`src/rtl/lsu_axi_master.sv`:
```
`default_nettype none
// ============================================================================
//  Module      : lsu_axi_master
//  Description : Load/store bridge from the core memory stage to an AXI-lite
//                data RAM slave. One byte/half/word request at a time; loads
//                are lane-extracted and extended, sub-word stores are done as
//                read-modify-write because the slave has no write strobes.
//  Revision    : 1.0 - initial release
// ============================================================================
module lsu_axi_master #(
    parameter int DATA_WIDTH     = 32,
    parameter int TIMEOUT_CYCLES = 255
) (
    input  logic                  clk,
    input  logic                  rst,          // asynchronous, active low
    // core request / response
    input  logic                  req_valid,
    output logic                  req_ready,
    input  logic                  req_we,
    input  logic [31:0]           req_addr,
    input  logic [1:0]            req_size,
    input  logic                  req_unsigned,
    input  logic [DATA_WIDTH-1:0] req_wdata,
    output logic                  resp_valid,
    output logic [DATA_WIDTH-1:0] resp_rdata,
    output logic                  resp_err,
    // AXI-lite read channels
    output logic [29:0]           ARADDR,
    output logic                  ARVALID,
    input  logic                  ARREADY,
    input  logic [DATA_WIDTH-1:0] RDATA,
    input  logic                  RVALID,
    output logic                  RREADY,
    // AXI-lite write channels
    output logic [29:0]           AWADDR,
    output logic                  AWVALID,
    input  logic                  AWREADY,
    output logic [DATA_WIDTH-1:0] WDATA,
    output logic                  WVALID,
    input  logic                  WREADY
);

    localparam logic [7:0] TIMEOUT_LIMIT = 8'(TIMEOUT_CYCLES);

    typedef enum logic [2:0] {
        S_IDLE  = 3'd0,
        S_AR    = 3'd1,
        S_R     = 3'd2,
        S_MERGE = 3'd3,
        S_AWW   = 3'd4,
        S_WHOLD = 3'd5,
        S_RESP  = 3'd6,
        S_ERR   = 3'd7
    } state_t;

    state_t                  state;
    state_t                  next_state;

    logic [31:0]             cap_addr;
    logic [1:0]              cap_size;
    logic                    cap_we;
    logic                    cap_unsigned;
    logic [DATA_WIDTH-1:0]   cap_wdata;     // store data, later the merged write word
    logic [DATA_WIDTH-1:0]   cap_rdata;     // word returned on R
    logic [7:0]              timer;
    logic                    aw_done;
    logic                    w_done;

    logic                    accept;
    logic                    bad_req;
    logic                    waiting;
    logic                    timed_out;
    logic                    aw_fire;
    logic                    w_fire;
    logic [DATA_WIDTH-1:0]   load_ext;
    logic [DATA_WIDTH-1:0]   merged;
    logic [DATA_WIDTH-1:0]   shifted;

    assign accept    = req_valid & req_ready;
    assign bad_req   = (req_size == 2'd3)
                     | ((req_size == 2'd1) & req_addr[0])
                     | ((req_size == 2'd2) & (req_addr[1:0] != 2'b00));
    assign timed_out = ((timer + 8'd1) == TIMEOUT_LIMIT);

    // Address and write data come straight from capture registers so they
    // stay stable for as long as the corresponding valid is asserted.
    assign ARADDR = cap_addr[31:2];
    assign AWADDR = cap_addr[31:2];
    assign WDATA  = cap_wdata;

    // Load lane extraction with sign/zero extension
    always_comb begin
        shifted  = cap_rdata >> {cap_addr[1:0], 3'b000};
        load_ext = cap_rdata;
        if (cap_size == 2'd0) begin
            load_ext = {{24{shifted[7] & ~cap_unsigned}}, shifted[7:0]};
        end else if (cap_size == 2'd1) begin
            load_ext = cap_addr[1]
                     ? {{16{cap_rdata[31] & ~cap_unsigned}}, cap_rdata[31:16]}
                     : {{16{cap_rdata[15] & ~cap_unsigned}}, cap_rdata[15:0]};
        end
    end

    // Sub-word store merge: new lane over the word read back from the slave
    always_comb begin
        merged = cap_rdata;
        if (cap_size == 2'd0) begin
            merged[{cap_addr[1:0], 3'b000} +: 8] = cap_wdata[7:0];
        end else begin
            merged[{cap_addr[1], 4'b0000} +: 16] = cap_wdata[15:0];
        end
    end

    // Next-state logic and channel/response outputs
    always_comb begin
        next_state = state;
        req_ready  = 1'b0;
        ARVALID    = 1'b0;
        RREADY     = 1'b0;
        AWVALID    = 1'b0;
        WVALID     = 1'b0;
        resp_valid = 1'b0;
        resp_err   = 1'b0;
        resp_rdata = '0;
        waiting    = 1'b0;
        aw_fire    = 1'b0;
        w_fire     = 1'b0;
        case (state)
            S_IDLE: begin
                req_ready = rst;
                if (req_valid) begin
                    if (bad_req) begin
                        next_state = S_ERR;
                    end else if (req_we && (req_size == 2'd2)) begin
                        next_state = S_AWW;
                    end else begin
                        next_state = S_AR;
                    end
                end
            end
            S_AR: begin
                ARVALID = 1'b1;
                if (ARREADY) begin
                    next_state = S_R;
                end else begin
                    waiting = 1'b1;
                    if (timed_out) next_state = S_ERR;
                end
            end
            S_R: begin
                RREADY = 1'b1;
                if (RVALID) begin
                    next_state = cap_we ? S_MERGE : S_RESP;
                end else begin
                    waiting = 1'b1;
                    if (timed_out) next_state = S_ERR;
                end
            end
            S_MERGE: begin
                next_state = S_AWW;
            end
            S_AWW: begin
                AWVALID = ~aw_done;
                WVALID  = ~w_done;
                aw_fire = AWVALID & AWREADY;
                w_fire  = WVALID & WREADY;
                if ((aw_done | aw_fire) && (w_done | w_fire)) begin
                    next_state = S_WHOLD;
                end else begin
                    waiting = 1'b1;
                    if (timed_out) next_state = S_ERR;
                end
            end
            S_WHOLD: begin
                next_state = S_RESP;
            end
            S_RESP: begin
                resp_valid = 1'b1;
                resp_rdata = cap_we ? '0 : load_ext;
                next_state = S_IDLE;
            end
            S_ERR: begin
                resp_valid = 1'b1;
                resp_err   = 1'b1;
                next_state = S_IDLE;
            end
            default: next_state = S_IDLE;
        endcase
    end

    // State register
    always_ff @(posedge clk or negedge rst) begin
        if (!rst) state <= S_IDLE;
        else      state <= next_state;
    end

    // Handshake timer: restarts on every state change, counts waiting cycles
    always_ff @(posedge clk or negedge rst) begin
        if (!rst)                     timer <= 8'd0;
        else if (next_state != state) timer <= 8'd0;
        else if (waiting)             timer <= timer + 8'd1;
    end

    // Per-channel completion flags for the joint AW/W phase
    always_ff @(posedge clk or negedge rst) begin
        if (!rst) begin
            aw_done <= 1'b0;
            w_done  <= 1'b0;
        end else if (state == S_AWW) begin
            if (aw_fire) aw_done <= 1'b1;
            if (w_fire)  w_done  <= 1'b1;
        end else begin
            aw_done <= 1'b0;
            w_done  <= 1'b0;
        end
    end

    // Request capture, read-data capture and store-word merge
    always_ff @(posedge clk or negedge rst) begin
        if (!rst) begin
            cap_addr     <= '0;
            cap_size     <= '0;
            cap_we       <= 1'b0;
            cap_unsigned <= 1'b0;
            cap_wdata    <= '0;
            cap_rdata    <= '0;
        end else begin
            if (accept) begin
                cap_addr     <= req_addr;
                cap_size     <= req_size;
                cap_we       <= req_we;
                cap_unsigned <= req_unsigned;
                cap_wdata    <= req_wdata;
            end
            if ((state == S_R) && RVALID) cap_rdata <= RDATA;
            if (state == S_MERGE)         cap_wdata <= merged;
        end
    end

endmodule
`default_nettype wire

```
`config.mk`:
```
export PLATFORM = sky130hd
export DESIGN_NAME = lsu_axi_master
export DESIGN_NICKNAME = d
export VERILOG_FILES = /design/src/rtl/lsu_axi_master.sv
export SDC_FILE = /design/constraint.sdc
export NUM_CORES = 1
export LEC_CHECK = 0
export CORE_MARGIN = 8
export CORE_UTILIZATION = 47
export CTS_BUF_LIST = sky130_fd_sc_hd__clkbuf_8
export DETAILED_ROUTE_END_ITERATION = 10
export PLACE_DENSITY = 0.84
export SLEW_MARGIN = 15
export SYNTH_ARGS = -nofsm -noshare
export SYNTH_HDL_FRONTEND = slang
export SYNTH_SLANG_ARGS = --single-unit
```
`constraint.sdc`:
```
create_clock -name clk -period 2.2 [get_ports clk]
set_input_delay 0.33 -clock clk [delete_from_list [all_inputs] [get_ports clk]]
set_output_delay 0.33 -clock clk [all_outputs]
set_load 0.02 [all_outputs]
```
# Word-level counts from Yosys, hierarchy flattened
# Index checks and enable logic that the tools add are counted.
# classes
add_sub_neg	3
eq_ne	15
n_shift	5
mux	38
n_bitwise	15
reduce_logical	9
# op_table
op	count
$mux 32	8
$bwmux 32	2
$shift 16x7->32 const A	1
$shift 8x7->32 const A	1
$shiftx 16x7->32	1
$shiftx 8x7->32	1
$shr 32x5->8	1
$mux 3	8
$pmux 3 s7	1
$mux 1	16
$mux 8	2
$neg 5->7	2
$eq 3x3->1 const B	4
$add 8x1->8 const B	1
$and 1x1->1	8
$eq 8x8->1 const B	1
$eq 3x2->1 const B	2
$reduce_bool 2->1	3
$eq 2x1->1 const B	2
$eq 2x2->1 const B	2
$ne 2x2->1 const B	2
$or 1x1->1	4
$eq 3x1->1 const B	1
$logic_and 1x1->1	3
6 further kinds	8
# word_totals
ff_bits	113
input_bits	107
output_inout_bits	131

# Longest topological paths before layout
# logic_depth
depth_word	9
depth_mapped	8

# Worst setup path before layout
# No wires, ideal clock.
# synth_path
path_type	register to output
from	reg cap_addr[1]
to	out resp_rdata[5]
t_arrival_ns	1.836
setup_slack_ns	0.034
path_stages_with_launch	7
n_path_buf	2
cell_sequence	dfrtp_1 -> buf_2 -> nand2b_1 -> nor2_1 -> clkbuf_1 -> nand2_1 -> a311oi_1
# synth_via
elab_chain_len	5
word_cells_on_any_way	6
cone_classes	shift (1); mux (5)
# synth_lines
item	line	rtl
start, declared	59	logic [31:0] cap_addr;
start signal, assigned	229	cap_addr <= req_addr;
branches (longest 2 deep; another with $shr 32x5->8)	--	
$mux 32 *	95	if (cap_size == 2'd0) begin
$mux 32 *	179	resp_rdata = cap_we ? '0 : load_ext;
$mux 32 *	128	case (state)
end, declared	25	output logic [DATA_WIDTH-1:0] resp_rdata,
# Mark *: on every way between the ends.

# Final worst setup path
# layout_path
from	reg cap_addr[0]
to	out resp_rdata[11]
# layout_via
elab_chain_len	5
# layout_lines
item	line	rtl
$shr 32x5->8	93	shifted = cap_rdata >> {cap_addr[1:0], 3'b000};
$and 1x1->1	96	load_ext = {{24{shifted[7] & ~cap_unsigned}}, shifted[7:0]};
$mux 32	95	
$mux 32	179	
$mux 32	128	
# Every way passes these cells.

==> results.py <==
metrics = {
    "power": {
        "cellLeakagePower_nw": 4.38,
        "internal_power_mw": 8.96,
        "ir_drop_uv": 694,
        "power_frac_comb_pct": 58.6,
        "power_switching_mw": 6.46,
        "p_per_area_mw_per_mm2": 1540,
        "swShare_pct": 41.9,
        "p_clk_share_pct": 16.2,
        "pwr-share-seq_pct": 25.2,
    },
    "timing": {
        "slew_viol_final": 0,
        "period_share_pct": 113,
        "setup_ws_ps": -293,
        "worst_pin_slew_ps": 604,
        "hold_viol_final": 0,
        "fmax_mhz": 401,
        "slew_headroom_pct": 59.7,
        "setup_viol_count_final": 32,
        "min_period_ps": 2490,
        "rsz0062_at_grt": "true",
        "finClkSkew_ps": 7.96,
    },
    "floorplanning": {
        "initial_core_util_pct": 47.8,
        "rows": 43,
        "die_h_um": 135,
        "dieWidth_um": 135,
        "core_mm2": 0.0138,
        "pin_count": 238,
        "dieArea_mm2": 0.0181,
    },
    "detailed_routing": {
        "post_drt_via_cell_ratio": 5.68,
        "vias": 6130,
        "first_pass_iters": 5,
        "drc": 0,
        "drt_wl_total_um": 23000,
        "wire_per_inst_um": 21.3,
        "antenna_left": 0,
        "first_iter_violations": 529,
    },
    "clocking": {
        "cts_hold_buffers": 0,
        "root_buffer": "clkbuf_8",
        "cts_buffers": 17,
        "cts_tree": "built",
        "clock_latency_ps": 440,
        "cts_buffer_depth": 2,
        "clk_pin_slew_ps": 60,
        "htree_levels": 4,
        "cts_sinks": 113,
    },
    "grt": {
        "globalRouteTotalUtil_pct": 24.2,
        "grt_pass1_wl_um": 34500,
        "grt_pass1_vias": 6349,
        "grt_max_degree": 114,
        "overflow": 0,
        "grt_antenna_before_repair": 0,
    },
    "worst_setup_path": {
        "crit_type": "reg2out",
        "worstSetupEndpointType": "output port",
        "ff2ff_setup_slack_ps": 50,
        "regToRegEndpoint": "WDATA[21]",
        "reg2reg_from": "cap_addr[0]",
        "cp-start-kind": "flip-flop",
        "worstPathRequired_ps": 1870,
        "reg2reg_depth": 8,
        "cp_max_fo": 5,
        "worstPathArrival_ps": 2160,
    },
    "placed_design": {
        "portBuffers": 237,
        "place.gp.congestion": 0.927,
        "post_dp_cell_area_mm2": 0.00907,
        "hpwl_um": 17000,
        "post-place-ws_ps": -425,
    },
    "synth": {
        "synth_ff_type": "dfrtp_1",
        "synthCells": 644,
        "synth_warnings": 0,
        "synth.cell_area_mm2": 0.00661,
        "synth_seq_cells": 113,
        "async_reset_ff_share_pct": 100,
        "synth-edff-count": 0,
        "yosysUniqueCellTypes": 72,
        "yosysSeqAreaShare_pct": 42.8,
        "postSynthAreaPerCell_um2": 10.3,
        "synth_top_area_share_pct": 42.8,
        "syn_nets": 758,
        "synthTopCellsByArea": "dfrtp_1, mux2_2, buf_4",
        "yosysTopAreaCell": "dfrtp_1",
    },
    "layout": {
        "area_growth_pct": 51.3,
        "antennaDiodeCount": 0,
        "fin_nets": 1000,
        "drive_gt1_share_pct": 31.8,
        "final_cell_area_mm2": 0.0100,
    },
    "outcome": {
        "status": "finished with violations",
        "violations": "negative setup slack",
    },
    "min_path": {
        "hp-class": "in2async",
    },
    "flow_run": {
        "drv_cap": 0,
    },
}
## cell usage in the layout, fill, tap and decap left out, types with 16 or more instances in the layout
| master | netlist | final |
|---|---|---|
| a21oi_1 | 57 | 56 |
| buf_4 | 64 | 86 |
| buf_6 | 4 | 16 |
| clkbuf_8 | 0 | 23 |
| clkdlybuf4s50_1 | 0 | 197 |
| dfrtp_1 | 113 | 112 |
| inv_1 | 30 | 27 |
| mux2_2 | 56 | 56 |
| nand2_1 | 59 | 56 |
| nor2_1 | 35 | 27 |
| o21ai_0 | 26 | 26 |
## cells by family (layout without fill, tap and decap cells)
logic type / Yosys count / count (layout) / synth area share (%)
muxes: 81 / 81 / 14.9
adders and majority gates: 7 / 7 / 1.33
AOI/OAI and AO/OA: 164 / 164 / 16.7
and+or+nand+nor: 142 / 142 / 11.4
xor gates and xnor gates: 9 / 9 / 1.19
buffers and inverters: 128 / 383 / 11.7
DFF: 113 / 113 / 42.8
## cells in the mapped netlist, types with 3 or more instances
library cell,number
nor2b_1,4
nand2b_1,4
nor3_2,3
mux2_1,3
nand2_1,59
buf_2,16
a221oi_1,15
and3_1,4
mux2i_1,14
o22ai_1,11
nor2_1,35
buf_4,64
xor2_1,7
a221o_1,8
a21oi_1,57
a31oi_1,9
mux4_2,8
dfrtp_1,113
o2111ai_1,3
ha_1,7
buf_6,4
and3b_1,3
o21a_1,3
nor3_1,5
clkbuf_1,12
a311oi_1,8
o21ai_0,26
mux2_2,56
inv_1,30
## per-layer routing
layer  global-route usage [%]  wire length [um]
met2                     40.8             11400
met5                        0                 0
met4                     9.54               639
met3                     6.09              1970
met1                     29.1              9010
## metrics by stage
| stage | power, mW | TNS, ps | hold slack, ps | std cells | util (%) |
|---|---|---|---|---|---|
| floorplan | 8.79 | 0 | 34.4 | 644 | - |
| global placement | 11.8 | -6880 | 485 | 1029 | 65.6 |
| detailed placement | 12.0 | -9280 | 502 | 1029 | 65.6 |
| CTS | 15.0 | -6780 | 25.0 | 1079 | 71.1 |
| global route | 16.2 | -8930 | 46.4 | 1079 | 72.3 |
| finish | 15.4 | -6320 | 3.80 | 1079 | 72.3 |
## worst max-delay path by stage
stage / from / end / depth (start not counted) / slack (ps)
after floorplan: cap_addr[1] / resp_rdata[5] / 6 / 30
after global placement: cap_addr[0] / resp_rdata[30] / 6 / -310
after detailed placement: cap_addr[0] / resp_rdata[31] / 6 / -420
after CTS: cap_addr[0] / resp_rdata[15] / 7 / -280
after global routing: cap_addr[0] / resp_rdata[15] / 7 / -340
final: cap_addr[0] / resp_rdata[11] / 7 / -290
## registers in the layout (all words and copies together), names as in the netlist
register,count
w_done,1
cap_unsigned,1
cap_size,2
cap_addr,32
cap_we,1
aw_done,1
state,3
cap_rdata,32
WDATA,32
timer,8
## timing repair
item,in CTS,in global routing
cloned,1,0
setup endpoints to repair,61,53
pin swaps,14,7
setup buffers,18,1
resized for setup,210,44
## power groups by stage
| stage | Combinational [mW] | Clock [mW] | Sequential [mW] |
|---|---|---|---|
| 2_1_floorplan | 4.69 | 0 | 4.09 |
| 3_3_place_gp | 8.00 | 0 | 3.78 |
| 3_5_place_dp | 8.15 | 0 | 3.89 |
| 4_1_cts | 8.65 | 2.53 | 3.86 |
| 5_1_grt | 9.53 | 2.62 | 4.01 |
| 6_report | 9.03 | 2.50 | 3.89 |
## worst max-delay path, cell delays in order (launching register included)
cell and delay, ps:
dfrtp_1 400, mux4_2 380, buf_6 120, nand2b_4 60
a21o_4 240, buf_8 140, a31oi_1 180, buf_4 190
## cell type report
type	instances	area [um^2]
multi-input cells	403	3320
repair buffers	320	3000
flip-flops and latches	113	2830
inverters	31	119
well taps	180	225
clock inverters	9	198
clock buffers	23	317
fillers	887	3830
(Power assumes the default switching activity.)
